**config.mk**
```make
export PLATFORM = sky130hd
export DESIGN_NAME = ntt_ctrl
export DESIGN_NICKNAME = d
export VERILOG_FILES = /design/src/rtl/kyber_pkg.sv /design/src/rtl/ntt_addr_gen.sv /design/src/rtl/ntt_ctrl.sv
export SDC_FILE = /design/constraint.sdc
export NUM_CORES = 1
export LEC_CHECK = 0
export CELL_PAD_IN_SITES_DETAIL_PLACEMENT = 1
export CELL_PAD_IN_SITES_GLOBAL_PLACEMENT = 2
export CORE_AREA = 2 2 108 131
export CTS_BUF_LIST = sky130_fd_sc_hd__clkbuf_8
export DETAILED_ROUTE_END_ITERATION = 16
export DIE_AREA = 0 0 110 133
export PLACE_DENSITY_LB_ADDON = 0.1
export SLEW_MARGIN = 20
export SYNTH_ARGS = -nofsm -noshare
export SYNTH_HDL_FRONTEND = slang
export SYNTH_SLANG_ARGS = --single-unit
```
**constraint.sdc**
```tcl
create_clock -name clk -period 6.5 [get_ports clk]
set_input_delay 0.65 -clock clk [delete_from_list [all_inputs] [get_ports clk]]
set_output_delay 0.65 -clock clk [all_outputs]
set_load 0.01 [all_outputs]
```
**src/rtl/kyber_pkg.sv**
```systemverilog
// rtl/kyber_pkg.sv - shared Kyber constants, address/zeta types and NTT sequencer states
package kyber_pkg;

  localparam int KYBER_N    = 256;
  localparam int KYBER_Q    = 3329;
  localparam int KYBER_QINV = 62209;
  localparam int NTT_LAYERS = 7;
  localparam int LOG2N      = 8;

  typedef logic [LOG2N-1:0] coeff_addr_t;
  typedef logic [6:0]       zeta_idx_t;

  typedef enum logic [1:0] {
    IDLE,
    ISSUE,
    DRAIN,
    DONE
  } ntt_state_t;

endpackage

```
**src/rtl/ntt_addr_gen.sv**
```systemverilog
// rtl/ntt_addr_gen.sv - combinational butterfly address and zeta index generator
module ntt_addr_gen
  import kyber_pkg::*;
(
  input  logic [2:0] layer,
  input  logic [6:0] bfly,
  input  logic       inv,
  output coeff_addr_t addr_a,
  output coeff_addr_t addr_b,
  output zeta_idx_t   zeta_idx
);

  logic [2:0] shamt;
  logic [7:0] len;
  logic [7:0] grp;
  logic [7:0] low;

  // Split b into group and offset around bit s, then insert a zero at bit s.
  // Forward walks len 128 down to 2, inverse walks len 2 up to 128.
  always_comb begin
    shamt    = inv ? (layer + 3'd1) : (3'd7 - layer);
    len      = 8'd1 << shamt;
    grp      = {1'b0, bfly} >> shamt;
    low      = {1'b0, bfly} & (len - 8'd1);
    addr_a   = ((grp << shamt) << 1) | low;
    addr_b   = addr_a + len;
    // (128 >> l) - 1 equals 7'h7f >> l, which keeps the inverse index in 7 bits.
    zeta_idx = inv ? ((7'h7f >> layer) - grp[6:0])
                   : ((7'd1 << layer) + grp[6:0]);
  end

endmodule

```
**src/rtl/ntt_ctrl.sv**
```systemverilog
// rtl/ntt_ctrl.sv - Kyber NTT/INTT layer sequencer with write-back delay line
module ntt_ctrl
  import kyber_pkg::*;
#(
  parameter int PIPE_LAT = 4,
  parameter int ADDR_W   = 8
) (
  input  logic              clk,
  input  logic              rst,
  input  logic              start,
  input  logic              inv,
  input  logic              issue_ready,
  output logic              busy,
  output logic              done,
  output logic              bf_valid,
  output logic [ADDR_W-1:0] rd_addr_a,
  output logic [ADDR_W-1:0] rd_addr_b,
  output logic [6:0]        zeta_idx,
  output logic              wr_en,
  output logic [ADDR_W-1:0] wr_addr_a,
  output logic [ADDR_W-1:0] wr_addr_b
);

  localparam int PW = 2 * ADDR_W + 1;

  ntt_state_t  state, state_nxt;
  logic [2:0]  layer, layer_nxt;
  logic [6:0]  bfly, bfly_nxt;
  logic        inv_q, inv_nxt;
  logic [3:0]  drain_cnt, drain_nxt;

  coeff_addr_t gen_a, gen_b;
  zeta_idx_t   gen_k;

  logic [PW-1:0] pipe [PIPE_LAT];

  // State register.
  always_ff @(posedge clk or posedge rst) begin
    if (rst) state <= IDLE;
    else     state <= state_nxt;
  end

  // Next state and next counter values; drain leaves after PIPE_LAT idle cycles.
  always_comb begin
    state_nxt = state;
    layer_nxt = layer;
    bfly_nxt  = bfly;
    inv_nxt   = inv_q;
    drain_nxt = drain_cnt;
    case (state)
      IDLE: begin
        if (start) begin
          state_nxt = ISSUE;
          layer_nxt = 3'd0;
          bfly_nxt  = 7'd0;
          inv_nxt   = inv;
        end
      end
      ISSUE: begin
        if (issue_ready) begin
          bfly_nxt = bfly + 7'd1;
          if (bfly == 7'd127) begin
            state_nxt = DRAIN;
            drain_nxt = 4'(PIPE_LAT);
          end
        end
      end
      DRAIN: begin
        drain_nxt = drain_cnt - 4'd1;
        if (drain_cnt <= 4'd1) begin
          drain_nxt = 4'd0;
          if (layer < 3'(NTT_LAYERS - 1)) begin
            state_nxt = ISSUE;
            layer_nxt = layer + 3'd1;
            bfly_nxt  = 7'd0;
          end else begin
            state_nxt = DONE;
          end
        end
      end
      DONE:    state_nxt = IDLE;
      default: state_nxt = IDLE;
    endcase
  end

  // Layer, butterfly, mode and drain counters.
  always_ff @(posedge clk or posedge rst) begin
    if (rst) begin
      layer     <= 3'd0;
      bfly      <= 7'd0;
      inv_q     <= 1'b0;
      drain_cnt <= 4'd0;
    end else begin
      layer     <= layer_nxt;
      bfly      <= bfly_nxt;
      inv_q     <= inv_nxt;
      drain_cnt <= drain_nxt;
    end
  end

  // Status and issue strobe decode; only bf_valid sees issue_ready directly.
  always_comb begin
    busy     = (state != IDLE);
    done     = (state == DONE);
    bf_valid = (state == ISSUE) && issue_ready;
  end

  // Addresses are precomputed from next-state counters so the outputs are registered.
  ntt_addr_gen u_addr_gen (
    .layer    (layer_nxt),
    .bfly     (bfly_nxt),
    .inv      (inv_nxt),
    .addr_a   (gen_a),
    .addr_b   (gen_b),
    .zeta_idx (gen_k)
  );

  // Issue address registers; zero outside ISSUE, held while stalled.
  always_ff @(posedge clk or posedge rst) begin
    if (rst) begin
      rd_addr_a <= '0;
      rd_addr_b <= '0;
      zeta_idx  <= '0;
    end else if (state_nxt == ISSUE) begin
      rd_addr_a <= ADDR_W'(gen_a);
      rd_addr_b <= ADDR_W'(gen_b);
      zeta_idx  <= gen_k;
    end else begin
      rd_addr_a <= '0;
      rd_addr_b <= '0;
      zeta_idx  <= '0;
    end
  end

  // Fixed-latency write-back delay line; shifts every cycle since the datapath never stalls.
  always_ff @(posedge clk or posedge rst) begin
    if (rst) begin
      for (int i = 0; i < PIPE_LAT; i++) pipe[i] <= '0;
    end else begin
      pipe[0] <= {bf_valid, rd_addr_a, rd_addr_b};
      for (int i = 1; i < PIPE_LAT; i++) pipe[i] <= pipe[i-1];
    end
  end

  assign {wr_en, wr_addr_a, wr_addr_b} = pipe[PIPE_LAT-1];

endmodule
```
==> results of run 1 <==
==> synth_stat cells, drive strengths merged (3+ instances only) <==
cell,instances
a211oi,6
a21boi,3
a21o,9
a21oi,26
a31oi,6
and2,8
buf,27
clkbuf,4
dfrtp,108
fa,3
ha,30
inv,30
mux2i,6
nand2,36
nand2b,7
nand3,9
nand4,4
nor2,36
nor2b,10
nor3,9
nor3b,4
o21a,5
o21ai,16
o311ai,3
o31ai,3
o32ai,3
or3,4
or3b,3
xnor2,10
xor2,4
==> registers in the layout, indices dropped and copies added, names as in the netlist <==
name	cells
layer	3
drain_cnt	4
pipe	51
bfly	7
inv_q	1
rd_addr_b	8
wr_addr_a	8
zeta_idx	7
rd_addr_a	8
state	2
wr_addr_b	8
wr_en	1
==> cell type report <==
class,count,area [um^2],share of cell area [%]
inverter,30,115.1,1.953
timing repair buffer,55,530.5,9.002
sequential,108,2703,45.86
clock inverter,7,91.34,1.550
multi-input combinational,296,2116,35.90
tap,171,214.0,3.631
clock buffer,9,123.9,2.102
==> placed cells by master (no fill, tap or decap), types with 2 or more instances in the layout <==
cell | Yosys | layout
dfrtp_1 | 108 | 108
clkdlybuf4s50_1 | 0 | 47
nand2_1 | 36 | 36
nor2_1 | 35 | 35
ha_1 | 30 | 30
inv_1 | 28 | 27
a21oi_1 | 25 | 25
o21ai_0 | 14 | 14
nor2b_1 | 10 | 10
xnor2_1 | 10 | 10
a21o_1 | 9 | 9
nor3_1 | 9 | 9
nand3_1 | 9 | 9
clkbuf_8 | 0 | 9
buf_4 | 16 | 8
nand2b_1 | 7 | 7
and2_1 | 7 | 7
a31oi_1 | 6 | 6
o21a_1 | 5 | 5
nand4_1 | 4 | 4
mux2i_1 | 4 | 4
a211oi_1 | 4 | 4
xor2_1 | 4 | 4
nor3b_1 | 3 | 3
or3_1 | 3 | 3
o311ai_0 | 3 | 3
o31ai_1 | 3 | 3
fa_1 | 3 | 3
clkinv_8 | 0 | 3
inv_2 | 2 | 2
o211ai_1 | 2 | 2
nand3b_1 | 2 | 2
or3b_2 | 2 | 2
a41oi_1 | 2 | 2
and3_1 | 2 | 2
o32ai_1 | 2 | 2
a21boi_0 | 2 | 2
o21bai_1 | 2 | 2
a22oi_1 | 2 | 2
inv_6 | 0 | 2
==> kinds of logic (layout without fill, tap and decap cells) <==
family,count (synthesis),after routing
buffers and inverters,61,101
other,1,1
XOR/XNOR,14,14
AO/OA/AOI/OAI,100,100
multiplexers,7,7
adder cells (fa/ha/maj),33,33
flip-flops,108,108
AND/OR/NAND/NOR,141,141
==> per-stage QoR <==
stage               area, um^2  utilization (%)
floorplan                 5134                -
global placement          5678            42.16
detailed placement        5678            42.16
CTS                       5893            43.76
global route              5893            43.76
finish                    5893            43.76
==> metal layers <==
layer	GRT usage (%)	vias up	share of wire, %
li1	-	1664	-
met1	23.54	1784	46
met2	28.60	61	50
met3	3.793	11	3.4
met4	5.345	0	1.4
met5	0	-	0
==> power by group through the flow <==
stage | registers [mW] | clock network (mW) | logic (mW)
detailed placement | 0.964 | 0 | 0.650
global route | 0.973 | 0.475 | 0.713
floorplan | 0.961 | 0 | 0.389
finish | 0.945 | 0.423 | 0.645
global placement | 0.952 | 0 | 0.645
CTS | 0.951 | 0.443 | 0.654
==> how the worst max path moves through the flow <==
| stage | from | endpoint | slack, ns | depth (start not counted) |
|---|---|---|---|---|
| final | state[0] | zeta_idx[6] | 1.12 | 20 |
| after global routing | state[0] | zeta_idx[6] | 0.67 | 21 |
| after CTS | state[0] | rd_addr_b[7] | 1.10 | 21 |
| after detailed placement | start | zeta_idx[6] | 0.76 | 18 |
| after global placement | start | rd_addr_b[7] | 0.89 | 19 |
| after floorplan | drain_cnt[0] | rd_addr_b[7] | 1.44 | 25 |
==> impl_metrics.py, run 1 <==
metrics = {
    "setup_path": {
        "crit_path_start_kind": "register",
        "critPathSlowestCell": "dfrtp_1",
        "slowest_delay_ns": 0.66,
        "worstPathMaxFanout": 23,
        "worstSetupPathType": "reg -> reg",
        "r2r_start": "state[0]",
        "arrival_ns": 5.62,
        "path_cells": "nor2b_1 > nand4_1 > mux2i_2 > ha_1 > inv_1 > ha_1 > nand2_1 > a21boi_2 > o211ai_1 > a32oi_2 > ha_1 > inv_1 > fa_1 > a21o_1 > a21oi_1 > o21ai_0 > and3_1 > o31ai_1 > nand3_1 > nor3b_1",
        "end_kind": "register",
        "critPathRequiredTime_ns": 6.74,
        "path_delay_family": "compound AO/OA/AOI/OAI gates",
        "rr_endpoint": "zeta_idx[6]",
        "worst_r2r_path_depth": 20,
        "path_common_cell": "ha_1",
        "reg2reg_setup_slack_ns": 1.12,
        "cp.buffers_inverters": 2,
    },
    "synthesis": {
        "synth_edf_count": 0,
        "synthesis.nets": 503,
        "ys_seq_elements": 108,
        "synth_compound_area_share_pct": 14.31,
        "synth_area_um2": 5134,
        "yosys.area.top_type_share_pct": 52.64,
        "synthTopCellsByArea": "dfrtp_1, ha_1, nand2_1, nor2_1, a21oi_1",
        "synthArstFlopShare_pct": 100.0,
        "yosysSeqAreaShare_pct": 52.64,
        "synth_fa_ha_area_share_pct": 8.482,
        "synthSimpleGateAreaFrac_pct": 14.26,
        "synth_flop_cell": "dfrtp_1",
        "synthCells": 465,
        "synth_top_family_by_area": "compound AO/OA/AOI/OAI gates",
        "synth_xor_area_share_pct": 2.388,
        "muxShareOfSynthArea_pct": 1.706,
        "synth_cell_types": 74,
        "yosys.area.top_type": "dfrtp_1",
        "synth_area_per_cell_um2": 11.04,
        "yosysWarningCount": 0,
    },
    "drt": {
        "wl_per_cell_um": 17.14,
        "first_pass_iters": 4,
        "dr_total_vias": 3520,
        "antenna_left": 0,
        "drc": 0,
        "drtIter0Drc": 82,
        "wl_um": 11590,
        "viasPerCell": 5.207,
    },
    "cells_and_area": {
        "fill_cells": 1493,
        "layout.nets": 538,
        "n_antenna_cell": 0,
        "fin_cells": 676,
        "drive_gt1_share_pct": 9.307,
        "area_growth_pct": 14.79,
    },
    "placement": {
        "dpl.cell_count": 660,
        "pre_cts_ws_ns": 0.7576,
        "gp_congestion": 0.7841,
        "io_buffers": 47,
        "dp_hpwl_um": 8348,
    },
    "pwr": {
        "p_sw_share_pct": 34.12,
        "total_power_mw": 2.012,
        "p_switching_mw": 0.6867,
        "power_frac_seq_pct": 46.9,
        "intPower_mw": 1.326,
        "p_per_area_nw_per_um2": 341.5,
        "power.share.clock_pct": 21.0,
        "ir_worst_vdd_mv": 0.1728,
        "combPwrFrac_pct": 32.1,
        "p_leak_nw": 2.689,
    },
    "cts": {
        "numCtsBuffers": 9,
        "cts_tree": "done",
        "worstSkewPairLatency_ns": 0.39,
        "cts_max_level": 3,
        "clockBufferDepth": 2,
        "cts_root_buf": "clkbuf_8",
        "cts_setup_buffers": 0,
        "cts_hold_buf": 0,
        "cts.reportedPaths.clkPinSlew_ns": 0.12,
        "cts_resized": 0,
        "cts_sinks": 108,
    },
    "timing": {
        "setup_violations": 0,
        "fin_skew_ns": 0.01267,
        "fin_crit_sh_pct": 82.71,
        "drv_slew": 0,
        "hold_violations": 0,
        "post-route-min-period_ns": 5.376,
        "rsz0062_at_grt": "false",
        "hold_ws_ns": 0.3527,
        "setup_slack_ns": 1.124,
        "tns_ns": 0,
        "timing.fmax_mhz": 186.0,
        "maxSlewHeadroom_pct": 31.29,
        "worstMarginPinSlew_ns": 1.028,
    },
    "floorplan": {
        "dieArea_um2": 14630,
        "start_util_pct": 38.12,
        "rows": 47,
        "core_um2": 13470,
        "dieWidth_um": 110,
        "num_io_pins": 48,
        "dieHeight_um": 133,
    },
    "hold_path": {
        "hold_depth": 0,
        "worst_hold_startpoint": "pipe[45]",
        "min_to": "pipe[28]",
        "hold_path.class": "reg -> reg",
    },
    "run": {
        "drv_cap": 0,
    },
    "global_routing": {
        "grt_pass1_vias": 3755,
        "antenna_found_initial": 0,
        "grt_start_max_net_pins": 80,
        "track_usage_pct": 17.66,
        "grt_pass1_wl_um": 19830,
        "grt_overflow": 0,
    },
    "status": {
        "outcome": "finished, final reports clean",
    },
}
Power figures use the tool's default switching activity.
==> run 2, diff against run 1 <==
Clock period 6.5 ns to 5.3 ns, I/O delays scaled along.
==> run 2 against run 1 <==
  * Power grew 25%
  * Final cell count grew 2.5%
  * Clock-buffer cell count is the same
  * Wire length is essentially flat
  * Design area grew 2.5%
  * Worst setup slack lost 0.65 ns
  * Via count shrank 0.26%
  * Critical path type unchanged
  * Critical endpoint unchanged
  * Largest cell class unchanged
==> impl_metrics.py, run 2 (same netlist as run 1, synthesis figures left out) <==
metrics = {
    "cells_and_area": {
        "final_common_cell": "dfrtp_1",
        "n_antenna_cell": 0,
        "fill_cells": 1490,
        "post-route-util_pct": 44.88,
        "drive_gt1_share_pct": 12.45,
        "multi_input_area_um2": 2126,
        "layout.cells.most_common_list": "dfrtp_1, clkdlybuf4s50_1, nand2_1, nor2_1, ha_1",
        "area_growth_pct": 17.72,
        "seqCellArea_um2": 2703,
        "largest_reg_flops": 51,
        "fin_cells": 693,
        "top_register": "pipe",
        "layout.nets": 555,
    },
    "cts": {
        "numCtsBuffers": 9,
        "cts_max_level": 3,
        "clockBufferDepth": 2,
        "cts.reportedPaths.clkPinSlew_ns": 0.12,
        "worstSkewPairLatency_ns": 0.37,
        "cts_tree": "done",
        "cts_root_buf": "clkbuf_8",
        "cts_sinks": 108,
    },
    "pwr": {
        "p_per_area_nw_per_um2": 415.8,
        "total_power_mw": 2.513,
        "ir_worst_vdd_mv": 0.1942,
        "p_leak_nw": 2.782,
    },
    "global_routing": {
        "antenna_found_initial": 0,
        "track_usage_pct": 17.49,
        "grt_start_max_net_pins": 71,
        "grt_pass1_wl_um": 19710,
        "grt_overflow": 0,
        "grt_pass1_vias": 3785,
    },
    "floorplan": {
        "dieWidth_um": 110,
        "num_io_pins": 48,
        "dieHeight_um": 133,
        "start_util_pct": 38.12,
        "dieArea_um2": 14630,
        "rows": 47,
        "core_um2": 13470,
    },
    "timing": {
        "drv_slew": 0,
        "setup_violations": 0,
        "maxSlewHeadroom_pct": 41.88,
        "worstMarginPinSlew_ns": 0.8717,
        "fin_skew_ns": 0.01601,
        "hold_violations": 0,
        "timing.fmax_mhz": 207.1,
        "post-route-min-period_ns": 4.828,
        "rsz0062_at_grt": "false",
        "fin_crit_sh_pct": 91.09,
        "tns_ns": 0,
    },
    "setup_path": {
        "arrival_ns": 5.08,
        "crit_path_start_kind": "register",
        "end_kind": "register",
        "critPathRequiredTime_ns": 5.56,
        "worstSetupPathType": "reg -> reg",
        "worstPathMaxFanout": 6,
    },
    "drt": {
        "wl_um": 11600,
        "viasPerCell": 5.066,
        "wl_per_cell_um": 16.73,
        "drc": 0,
        "first_pass_iters": 4,
        "antenna_left": 0,
        "dr_total_vias": 3511,
        "drtIter0Drc": 137,
    },
    "placement": {
        "dp_hpwl_um": 8519,
        "io_buffers": 47,
        "dpl.cell_count": 675,
        "gp_congestion": 0.8080,
    },
    "hold_path": {
        "hold_path.class": "reg -> reg",
    },
    "status": {
        "outcome": "finished, final reports clean",
    },
    "run": {
        "drv_cap": 0,
    },
}
==> run 2: cell types whose count changed in the layout (fill, tap and decap cells not counted) <==
cell / before / now
a21boi_2: 1 / 0
a21boi_4: 0 / 1
ha_1: 30 / 29
buf_4: 8 / 24
ha_2: 0 / 1
clkinv_8: 3 / 4
inv_12: 1 / 0
buf_12: 0 / 1
==> run 2: layout make-up <==
| class | instances | area share, % |
|---|---|---|
| clock buffers | 9 | 2.050 |
| clock inverters | 7 | 1.511 |
| flip-flops and latches | 108 | 44.72 |
| repair buffers | 72 | 11.10 |
| inverters | 30 | 1.905 |
| well taps | 171 | 3.540 |
| multi-input cells | 296 | 35.18 |
==> run 2: what timing repair did <==
| item | CTS | global route |
|---|---|---|
| endpoints found under the hold margin | 0 | 0 |
| setup buffers | 0 | 2 |
| endpoints found under the setup margin | 0 | 3 |
| hold buffers | 0 | 0 |
| resized for setup | 0 | 2 |
==> run 2: report_power, final <==
part / internal, mW / total, mW / leakage (nW) / switching [mW]
clock: 0.191 / 0.511 / 0.105 / 0.320
sequential: 1.06 / 1.15 / 1.39 / 0.0920
combinational: 0.416 / 0.849 / 1.28 / 0.433
==> run 2: worst paths after layout <==
check,startpoint,endpoint,slack (ns),cells past startpoint
max,drain_cnt[0],zeta_idx[6],0.47,24
min,pipe[18],wr_addr_b[1],0.35,0
max reg2reg,drain_cnt[0],zeta_idx[6],0.47,24
min reg2reg,pipe[18],wr_addr_b[1],0.35,0
max in group asynchronous,rst,bfly[1],3.58,3
min in group asynchronous,rst,layer[0],0.69,2
==> run 2: metrics by stage <==
stage                     instance area [um^2]  setup slack, ns  hold slack, ns
after floorplan                           5134           0.2447          0.3312
after global placement                    5803           0.2546          0.3318
after detailed placement                  5803           0.1143          0.3363
after CTS                                 6018           0.3043          0.3550
after global routing                      6043        0.0008069          0.3622
final                                     6043           0.4720          0.3491
==> run 2: layer usage <==
layer  global-route usage [%]  vias to the layer above  wire [um]
li1                         -                     1693          -
met1                    23.97                     1774       5461
met2                    28.87                       37       5763
met3                    2.611                        7        249
met4                    4.360                        0        123
met5                        0                        -          0
==> run 2: worst max-delay path: stages, from the launching register on <==
cell and delay [ns]:
dfrtp_1 0.41, inv_1 0.06, ha_1 0.23, or2_1 0.30, and4_1 0.24, a211oi_2 0.21, inv_1 0.09, ha_1 0.25
inv_1 0.06, ha_1 0.22, nand2_1 0.10, a21boi_4 0.24, buf_4 0.15, nand2_1 0.06, a32oi_2 0.22, ha_1 0.18
inv_1 0.06, fa_1 0.39, a21o_1 0.18, a21oi_1 0.21, o21ai_0 0.14, and3_1 0.19, o31ai_1 0.27, nand3_1 0.11
nor3b_1 0.15
==> run 3, diff against run 2 <==
Settings changed: CORE_AREA 2 2 108 131 to 4 4 110 133, DIE_AREA 0 0 110 133 to 0 0 114 137.
==> run 3 against run 2 <==
  * Sequential power about the same
  * First-iteration DRC count grew 61%
  * Register-to-register slack got worse by 0.05 ns
  * Sequential share of layout area grew 0.095 points
  * Via count decreased by 0.94%
  * Worst setup slack worse by 0.048 ns
  * Clock skew decreased by 0.0039 ns
  * Highest routed layer unchanged
==> impl_metrics.py, run 3 (same netlist as run 1, synthesis figures left out) <==
metrics = {
    "floorplan": {
        "dieWidth_um": 114,
        "dieArea_um2": 15620,
        "core_um2": 13240,
        "rows": 46,
        "start_util_pct": 38.78,
        "num_io_pins": 48,
        "dieHeight_um": 137,
    },
    "cts": {
        "cts_max_level": 3,
        "cts_hold_buf": 0,
        "numCtsBuffers": 9,
        "cts.reportedPaths.clkPinSlew_ns": 0.12,
        "cts_sinks": 108,
        "cts_tree": "done",
        "cts_root_buf": "clkbuf_8",
        "worstSkewPairLatency_ns": 0.39,
        "clockBufferDepth": 2,
    },
    "setup_path": {
        "critPathRequiredTime_ns": 5.54,
        "path_delay_family": "compound AO/OA/AOI/OAI gates",
        "r2r_start": "drain_cnt[0]",
        "rr_endpoint": "rd_addr_b[7]",
        "worst_r2r_path_depth": 24,
        "cp.buffers_inverters": 4,
        "slowest_delay_ns": 0.42,
        "path_cells": "inv_1 > ha_1 > or2_1 > and4_1 > a211oi_2 > inv_1 > ha_1 > inv_1 > ha_1 > nand2_1 > a21boi_4 > o211ai_1 > a32oi_2 > buf_4 > nor2_2 > o32ai_1 > ha_1 > a21o_1 > a21o_1 > a21oi_1 > o21bai_1 > a21oi_1 > xor2_1 > nor2_1",
        "worstSetupPathType": "reg -> reg",
        "end_kind": "register",
        "worstPathMaxFanout": 6,
        "crit_path_start_kind": "register",
        "path_common_cell": "ha_1",
        "reg2reg_setup_slack_ns": 0.42,
        "arrival_ns": 5.12,
        "critPathSlowestCell": "dfrtp_2",
    },
    "run": {
        "drv_cap": 0,
    },
    "timing": {
        "hold_violations": 0,
        "tns_ns": 0,
        "maxSlewHeadroom_pct": 33.08,
        "fin_skew_ns": 0.01210,
        "worstMarginPinSlew_ns": 1.001,
        "rsz0062_at_grt": "false",
        "hold_ws_ns": 0.3545,
        "timing.fmax_mhz": 205.1,
        "setup_violations": 0,
        "fin_crit_sh_pct": 92.00,
        "post-route-min-period_ns": 4.876,
        "drv_slew": 0,
        "setup_slack_ns": 0.4240,
    },
    "drt": {
        "wl_um": 11710,
        "first_pass_iters": 4,
        "viasPerCell": 5.055,
        "antenna_left": 0,
        "wl_per_cell_um": 17.02,
        "drc": 0,
        "dr_total_vias": 3478,
        "drtIter0Drc": 220,
    },
    "placement": {
        "dpl_cell_area_um2": 5779,
        "pre_cts_ws_ns": 0.02806,
        "dp_hpwl_um": 8714,
        "dpl.cell_count": 671,
        "gp_congestion": 0.8427,
        "io_buffers": 47,
    },
    "cells_and_area": {
        "area_growth_pct": 17.52,
        "post-route-util_pct": 45.58,
        "largest_reg_flops": 51,
        "final_common_cell": "dfrtp_1",
        "drive_gt1_share_pct": 12.50,
        "layout.cells.most_common_list": "dfrtp_1, clkdlybuf4s50_1, nand2_1, nor2_1, ha_1",
        "n_antenna_cell": 0,
        "fin_cells": 688,
        "top_register": "pipe",
        "fill_cells": 1465,
        "layout.nets": 553,
        "final_area_um2": 6033,
    },
    "pwr": {
        "p_per_area_nw_per_um2": 417.6,
        "p_leak_nw": 2.776,
        "ir_worst_vdd_mv": 0.1942,
        "total_power_mw": 2.520,
    },
    "hold_path": {
        "min_to": "pipe[21]",
        "worst_hold_startpoint": "pipe[38]",
        "hold_path.class": "reg -> reg",
        "hold_depth": 0,
    },
    "status": {
        "outcome": "finished, final reports clean",
    },
    "global_routing": {
        "grt_pass1_vias": 3765,
        "grt_pass1_wl_um": 19670,
        "antenna_found_initial": 0,
        "grt_start_max_net_pins": 73,
        "grt_overflow": 0,
        "track_usage_pct": 16.08,
    },
}
[run 3: cell count changes in the layout (fill, tap and decap cells not counted), sizes merged]
cell and delta:
buf -2
[run 3: where the power goes]
group          switching [mW]  leakage (nW)  total (mW)  internal (mW)
combinational           0.437          1.28       0.852          0.415
clock                   0.321         0.105       0.512          0.191
sequential             0.0950          1.39        1.16           1.06
[run 3: worst max path at each step]
stage | startpoint | end | slack (ns) | depth (start not counted)
final | drain_cnt[0] | rd_addr_b[7] | 0.42 | 24
after CTS | drain_cnt[0] | zeta_idx[6] | 0.19 | 21
after detailed placement | start | zeta_idx[6] | 0.03 | 20
after global placement | start | zeta_idx[6] | 0.03 | 20
after floorplan | drain_cnt[0] | rd_addr_b[7] | 0.24 | 25
after global routing | drain_cnt[0] | rd_addr_b[7] | 0.01 | 24
[run 3: worst reg2reg max path, stage by stage (launching register included)]
cell      delay (ns)
dfrtp_2         0.42
inv_1           0.05
ha_1            0.23
or2_1           0.30
and4_1          0.23
a211oi_2        0.19
inv_1           0.09
ha_1            0.25
inv_1           0.07
ha_1            0.22
nand2_1         0.10
a21boi_4        0.26
o211ai_1        0.13
a32oi_2         0.29
buf_4           0.18
nor2_2          0.05
o32ai_1         0.28
ha_1            0.31
a21o_1          0.19
a21o_1          0.17
a21oi_1         0.22
o21bai_1        0.09
a21oi_1         0.18
xor2_1          0.17
nor2_1          0.05
[run 3: what timing repair did]
item / 4_1_cts / 5_1_grt
setup buffers: 0 / 1
gates resized for setup: 0 / 7
setup endpoints to repair: 0 / 3
[run 3: routing by layer]
layer / wire (um) / track usage, % / share of wire, % / up-vias
met5: 0 / 0 / 0 / -
met4: 136 / 4.158 / 1.2 / 0
met3: 399 / 4.069 / 3.4 / 9
met2: 5787 / 26.11 / 49 / 43
met1: 5383 / 21.51 / 46 / 1742
li1: - / - / - / 1684
[run 3: final cells by class]
cell class              count  area (um^2)  area share [%]
clock buffers               9        123.9           2.053
clock inverters             7        91.34           1.514
inverters                  30        115.1           1.908
multi-input cells         296         2142           35.50
flip-flops and latches    108         2704           44.82
well taps                 168        210.2           3.484
repair buffers             70        646.9           10.72
